===== config.mk =====
export PLATFORM = sky130hd
export DESIGN_NAME = ssd_driver_flat
export DESIGN_NICKNAME = d
export VERILOG_FILES = /design/src/rtl/ssd_driver_if.sv /design/src/rtl/ssd_driver.sv /design/src/flat_wrapper.sv
export SDC_FILE = /design/constraint.sdc
export NUM_CORES = 1
export LEC_CHECK = 0
export BUFFER_PORTS_ARGS = -buffer_cell sky130_fd_sc_hd__clkbuf_2
export CAP_MARGIN = 30
export CELL_PAD_IN_SITES_DETAIL_PLACEMENT = 2
export CELL_PAD_IN_SITES_GLOBAL_PLACEMENT = 2
export CORE_MARGIN = 3
export CORE_UTILIZATION = 33
export CTS_CLUSTER_SIZE = 28
export DETAILED_ROUTE_END_ITERATION = 12
export PLACE_DENSITY = 0.82
export SYNTH_ARGS = -nofsm -noshare
export SYNTH_HDL_FRONTEND = slang
export SYNTH_SLANG_ARGS = --single-unit

===== constraint.sdc =====
create_clock -name clk -period 3 [get_ports clk]
set_input_delay 0.3 -clock clk [delete_from_list [all_inputs] [get_ports clk]]
set_output_delay 0.3 -clock clk [all_outputs]
set_load 0.01 [all_outputs]

===== src/rtl/ssd_driver_if.sv =====
// Debug-value / seven-segment bus between the value source and ssd_driver.
// The driver uses the slave view; the source/board side uses the master view.
interface ssd_driver_if;
    logic [31:0] value;
    logic        half_sel;
    logic        hold;
    logic [3:0]  an;
    logic [6:0]  seg;
    logic        dp;
    logic        frame_tick;

    modport master (
        output value, half_sel, hold,
        input  an, seg, dp, frame_tick
    );

    modport slave (
        input  value, half_sel, hold,
        output an, seg, dp, frame_tick
    );
endinterface


===== src/rtl/ssd_driver.sv =====
// Four-digit common-anode hex display driver; one 16-bit sample per refresh frame, an/seg/dp registered (1 cycle after digit change).
// No backpressure: free-running refresh. Optional macro SSD_BLANK_EN enables leading-zero blanking.
module ssd_driver #(
    parameter int REFRESH_DIV = 100000
) (
    input  logic         clk,
    input  logic         rst,
    ssd_driver_if.slave  bus
);
    localparam int CNT_W = (REFRESH_DIV > 1) ? $clog2(REFRESH_DIV) : 1;
    localparam logic [CNT_W-1:0] CNT_LAST = CNT_W'(REFRESH_DIV - 1);

    logic [CNT_W-1:0] cnt;
    logic [1:0]       digit;
    logic [15:0]      shadow;
    logic             sel_q;
    logic [3:0]       anQ;
    logic [6:0]       segQ;
    logic             dpQ;
    logic             frameTickQ;

    logic             frameStart;
    logic             cntWrap;
    logic             digitBlank;
    logic [3:0]       nibble;

    function automatic logic [6:0] hexDecode(input logic [3:0] n);
        logic [6:0] s;
        case (n)
            4'h0:    s = 7'b1000000;
            4'h1:    s = 7'b1111001;
            4'h2:    s = 7'b0100100;
            4'h3:    s = 7'b0110000;
            4'h4:    s = 7'b0011001;
            4'h5:    s = 7'b0010010;
            4'h6:    s = 7'b0000010;
            4'h7:    s = 7'b1111000;
            4'h8:    s = 7'b0000000;
            4'h9:    s = 7'b0010000;
            4'hA:    s = 7'b0001000;
            4'hB:    s = 7'b0000011;
            4'hC:    s = 7'b1000110;
            4'hD:    s = 7'b0100001;
            4'hE:    s = 7'b0000110;
            default: s = 7'b0001110;
        endcase
        return s;
    endfunction

    assign frameStart = (cnt == '0) && (digit == 2'd0);
    assign cntWrap    = (cnt == CNT_LAST);
    assign nibble     = shadow[{digit, 2'b00} +: 4];

`ifdef SSD_BLANK_EN
    // A digit goes dark when it and every digit to its left are zero; digit 0 always shows.
    always_comb begin
        digitBlank = 1'b0;
        case (digit)
            2'd1:    digitBlank = (shadow[15:4]  == 12'h000);
            2'd2:    digitBlank = (shadow[15:8]  == 8'h00);
            2'd3:    digitBlank = (shadow[15:12] == 4'h0);
            default: digitBlank = 1'b0;
        endcase
    end
`else
    assign digitBlank = 1'b0;
`endif

    always_ff @(posedge clk) begin
        if (rst) begin
            cnt        <= '0;
            digit      <= 2'd0;
            shadow     <= 16'h0000;
            sel_q      <= 1'b0;
            anQ        <= 4'b1111;
            segQ       <= 7'b1111111;
            dpQ        <= 1'b1;
            frameTickQ <= 1'b0;
        end else begin
            if (cntWrap) begin
                cnt   <= '0;
                digit <= digit + 2'd1;
            end else begin
                cnt   <= cnt + CNT_W'(1);
            end

            // Sample once per frame so all four digits come from one value.
            if (frameStart && !bus.hold) begin
                shadow <= bus.half_sel ? bus.value[31:16] : bus.value[15:0];
                sel_q  <= bus.half_sel;
            end

            frameTickQ <= frameStart;

            // an and seg update on the same edge, so no digit ever shows a neighbour's segments.
            if (digitBlank) begin
                anQ  <= 4'b1111;
                segQ <= 7'b1111111;
                dpQ  <= 1'b1;
            end else begin
                anQ  <= ~(4'b0001 << digit);
                segQ <= hexDecode(nibble);
                dpQ  <= ~((digit == 2'd3) && sel_q);
            end
        end
    end

    assign bus.an         = anQ;
    assign bus.seg        = segQ;
    assign bus.dp         = dpQ;
    assign bus.frame_tick = frameTickQ;
endmodule

===== src/flat_wrapper.sv =====
// flat-port wrapper written by rule: the top's interface ports become plain ports
module ssd_driver_flat 
#(
    parameter int REFRESH_DIV = 100000
)
  (clk, rst, bus_value, bus_half_sel, bus_hold, bus_an, bus_seg, bus_dp, bus_frame_tick);
  ssd_driver_if bus_i ();
  input  logic clk;
  input  logic rst;
  input wire logic [$bits(bus_i.value)-1:0] bus_value;
  input wire logic [$bits(bus_i.half_sel)-1:0] bus_half_sel;
  input wire logic [$bits(bus_i.hold)-1:0] bus_hold;
  output wire logic [$bits(bus_i.an)-1:0] bus_an;
  output wire logic [$bits(bus_i.seg)-1:0] bus_seg;
  output wire logic [$bits(bus_i.dp)-1:0] bus_dp;
  output wire logic [$bits(bus_i.frame_tick)-1:0] bus_frame_tick;
  assign bus_i.value = bus_value;
  assign bus_i.half_sel = bus_half_sel;
  assign bus_i.hold = bus_hold;
  assign bus_an = bus_i.an;
  assign bus_seg = bus_i.seg;
  assign bus_dp = bus_i.dp;
  assign bus_frame_tick = bus_i.frame_tick;
  ssd_driver #(.REFRESH_DIV(REFRESH_DIV)) u_core (.clk(clk), .rst(rst), .bus(bus_i));
endmodule

== Word level (Yosys, flattened, before mapping) ==
Memories as Yosys holds them, arrays and structs flattened. A register that Yosys moved wholly into a read port is not among the register bits.
Index checks and enable logic that the tools add are counted.
Operators by class
  bitwise gates (word level): 2
  mux-type cells: 1
  reduce and logical (&&, ||, !) cells: 7
  $add $sub $neg: 2
  equality and inequality tests: 2
  shift-type cells: 2
Operators by type and width (number)
  $add 17x1->17 const B: 1
  $eq 17x17->1 const B: 1
  $logic_not 17->1: 1
  $mux 16: 1
  $shiftx 16x5->4: 1
  $not 4->4: 1
  $shl 1x2->4 const A: 1
  $logic_and 1x1->1: 3
  $add 2x1->2 const B: 1
  $eq 2x2->1 const B: 1
  $logic_not 2->1: 1
  $reduce_or 2->1: 1
  $logic_not 1->1: 1
  $not 1->1: 1
Word-level totals
  memories kept: 1
  ROM bits: 112
  output and inout port bits: 13
  flip-flop bits (word level): 42
Memory list
  (no name shown): depth 16, bits a word 7, rd ports 1, clocked after Yosys merged registers in 1, wr ports 0, line ssd_driver.sv:29  | case (n)

== Longest topological paths before layout ==
  depth after elaboration: 3
  depth in mapped cells: 9

== Least setup slack after synthesis ==
No wires, ideal clock.
  kind: reg-to-reg
  start point: register u_core.digit[0]
  end point: register u_core.segQ[3], in the netlist u_core.bus.seg[3]
  period minus slack after synthesis: 2167 ps
  arrival time: 2047 ps
  setup slack: 833 ps
  setup time: 120 ps
  buffers on the path: 1
  stages on the path, launching flop included: 8
  cell sequence: dfxtp_1 > buf_6 > mux4_1 > inv_1 > ha_1 > inv_1 > mux4_2 > or2_1
On the way
  cells in the longest elaborated chain, start to end: 1
RTL lines
  start: declaration: line ssd_driver.sv:14  | logic [1:0] digit;
  start signal: assignment: line ssd_driver.sv:82  | digit <= digit + 2'd1;
  $shiftx 16x5->4: line ssd_driver.sv:52  | assign nibble = shadow[{digit, 2'b00} +: 4];
  end: declaration: line ssd_driver.sv:18  | logic [6:0] segQ;
Every way passes these cells.
A chain may end at the register's enable or synchronous reset.

== Worst setup path in the final report ==
Same ends and word-level chain as after synthesis.

==> run_results.csv <==
group,metric,value,unit
timing,fin_crit_sh,0.813,
logic_synthesis,async_flop_share,0,
global_route,antenna_found_initial,0,
cts,clk_latency,0.30,ns
detailed_routing,routedWlPerCell,16.9,µm
logic_synthesis,synth_cells,250,
place,dp.cells,381,
layout,nFillCells,769,
timing,max_freq,0.410,GHz
outcome,status,"complete, no violations",
min_path,min_delay_worst_endpoint,"u_core.shadow[6]$_SDFFE_PP0P_",
logic_synthesis,synth_seq_cells,49,
layout,multi_input_area,1320,µm²
timing,rsz0062_at_grt,"no",
cts,cts-root-buf,"clkbuf_8",
timing,relSlewSlack,0.506,
cts,holdBufCountCts,0,
global_route,grt_pass1_wl,11.1,mm
layout,regArea,981,µm²
setup_path,r2r_slack,0.56,ns
setup_path,worstPathMaxFanout,8,
cts,cts.clk_slew.worst_paths,0.09,ns
cts,postCtsSetupRepairBufs,0,
setup_path,worstPathRequired,3.20,ns
setup_path,cpMostUsedCell,"inv_1",
place,place_congestion,0.792,
cts,htree_levels,2,
global_route,grt_pass1_vias,2277,
detailed_routing,dr.pass1.iters,4,
min_path,hp-start,"bus_value[6]",
detailed_routing,vias,2060,
detailed_routing,drtIter0Drc,83,
logic_synthesis,ys_types,39,
floorplanning,coreArea,6940,µm²
logic_synthesis,ys_seq_area_frac,0.406,
power_and_ir_drop,powerDensity,477,nW/µm²
cts,cts_buffer_depth,2,
layout,area_growth,16.1,%
min_path,hold_class,"input pin to flop",
timing,drv_slew,0,
floorplanning,die_h,91.6,µm
setup_path,rr_endpoint,"u_core.bus.seg[3]$_SDFF_PP1_",
logic_synthesis,synth_top_cell_by_area,"dfxtp_1",
timing,timing.hold.ws,0.316,ns
logic_synthesis,synth_common_cells,"dfxtp_1 (49), a31oi_1 (19), mux2i_1 (17), nor2_1 (17), a211oi_1 (16)",
setup_path,slowest_stage,"mux4_1",
setup_path,r2r_start,"u_core.digit[0]$_SDFFE_PP0N_",
floorplanning,die_x,91.6,µm
cts,clkSinkCount,49,
setup_path,slowest_delay,0.72,ns
logic_synthesis,yosysMostFrequentCell,"dfxtp_1",
timing,tightest_slew,0.741,ns
logic_synthesis,synth_top_area_share,0.406,
setup_path,cp-start-kind,"flop",
setup_path,crit_type,"flop to flop",
logic_synthesis,yosysWarnings,0,
timing,hold_viol_final,0,
layout,num_antenna_cells,0,
detailed_routing,drc,0,
cts,cts_tree,"yes",
power_and_ir_drop,power_leakage,1.13,nW
logic_synthesis,syn_area_per_cell,9.67,µm²
floorplanning,die_area,8390,µm²
detailed_routing,wl,6.54,mm
setup_path,rr_worst_depth,6,
timing,setup_viol,0,
floorplanning,core.rowCount,30,
logic_synthesis,synth_edf_count,0,
global_route,grt_overflow,0,
setup_path,crit_arrival,2.64,ns
global_route,grt_max_degree,28,
timing,fin_worst_skew,0.0111,ns
power_and_ir_drop,ir_worst_vdd,0.150,mV
setup_path,worstPathCellList,"mux4_1, inv_1, ha_1, inv_1, mux4_2, or2_1",
place,dpl.hpwl,4.81,mm
layout,finalNonFillerCells,388,
cts,cts.repair.resized,0,
detailed_routing,drtAntennaViolNets,0,
cts,cts_buffers,5,
timing,fin_setup_tns,0,ns
global_route,track_usage,0.163,
logic_synthesis,synthTopCellsByArea,"dfxtp_1 (41%), mux2i_1 (7.0%), ha_1 (6.2%)",
flow_run,maxCapViolations,0,
min_path,whs_path_depth,3,
floorplanning,start_util,0.348,
detailed_routing,via_per_inst,5.31,
logic_synthesis,synth_area,2420,µm²
layout,nets,340,
logic_synthesis,syn_nets,298,
logic_synthesis,synth-main-ff-cell,"dfxtp_1",
layout,drive_gt1_frac,0.226,
timing,period_minus_slack,2.44,ns
setup_path,crit_path_end_kind,"flop",
place,portBuffers,48,
floorplanning,ios,49,
sequential cells by signal (all words and copies together), names as in the netlist:
register,cells
u_core.bus.an,4
u_core.shadow,16
u_core.digit,2
u_core.bus.seg,7
u_core.bus.frame_tick,1
u_core.cnt,17
u_core.sel_q,1
u_core.bus.dp,1
power by group:
group	internal (mW)	switching, mW	leakage (nW)
combinational	0.0974	0.127	0.680
clock	0.183	0.219	0.0433
sequential	0.691	0.0212	0.402
worst max-delay path by stage:
| stage | cells after the start | endpoint | slack, ns | from |
|---|---|---|---|---|
| detailed placement | 6 | u_core.bus.seg[3]$_SDFF_PP1_ | 0.55 | u_core.digit[0]$_SDFFE_PP0N_ |
| global route | 6 | u_core.bus.seg[3]$_SDFF_PP1_ | 0.41 | u_core.digit[0]$_SDFFE_PP0N_ |
| CTS | 6 | u_core.bus.seg[3]$_SDFF_PP1_ | 0.54 | u_core.digit[0]$_SDFFE_PP0N_ |
| global placement | 6 | u_core.bus.seg[3]$_SDFF_PP1_ | 0.67 | u_core.digit[0]$_SDFFE_PP0N_ |
| finish | 6 | u_core.bus.seg[3]$_SDFF_PP1_ | 0.56 | u_core.digit[0]$_SDFFE_PP0N_ |
| floorplan | 7 | u_core.bus.seg[3]$_SDFF_PP1_ | 0.83 | u_core.digit[0]$_SDFFE_PP0N_ |
area by class of cell:
class | count | share of cell area
Tap cell | 96 | 0.0428
Clock buffer | 6 | 0.0294
Multi-Input combinational cell | 174 | 0.469
Sequential cell | 49 | 0.349
Timing Repair Buffer | 50 | 0.0909
Clock inverter | 1 | 0.00267
Inverter | 12 | 0.0160
kinds of logic after synthesis:
kind of cell / synth area share
xor gates and xnor gates: 0.0507
adders and majority gates: 0.0621
buffers and inverters: 0.0502
AOI/OAI and AO/OA: 0.148
DFF: 0.406
muxes: 0.125
and+or+nand+nor: 0.159
per-stage QoR:
step	util	instance area (µm²)	total power, mW	setup slack [ns]
floorplan	-	2420	0.874	0.833
global placement	0.391	2720	0.939	0.669
detailed placement	0.391	2720	0.953	0.547
CTS	0.404	2810	1.35	0.545
global route	0.404	2810	1.42	0.411
finish	0.404	2810	1.34	0.561
layer usage:
metal,global-route usage,part of all wire
met1,0.205,0.46
met2,0.286,0.49
met3,0.0295,0.032
met4,0.0415,0.011
met5,0,0
critical path: cells and delay by family (launching register included):
family                     cells  cell delay (ns)
and+or+nand+nor                1             0.21
muxes                          2             1.15
DFF                            1             0.56
adders and majority gates      1             0.18
buffers and inverters          2             0.22
layout by cell type (no fill, tap or decap), types with 5 or more instances in the layout:
cell type	count
a21oi_1	6
nand2_1	11
clkbuf_8	6
nand3_1	10
nor2_1	17
and4_1	5
inv_1	11
xor2_1	9
dfxtp_1	49
a211oi_1	16
nand4_1	6
clkbuf_2	48
ha_1	12
a31oi_1	19
mux2i_1	17
o21ai_0	8
xnor2_1	5
Note: power is estimated with default switching activity, not from simulation.
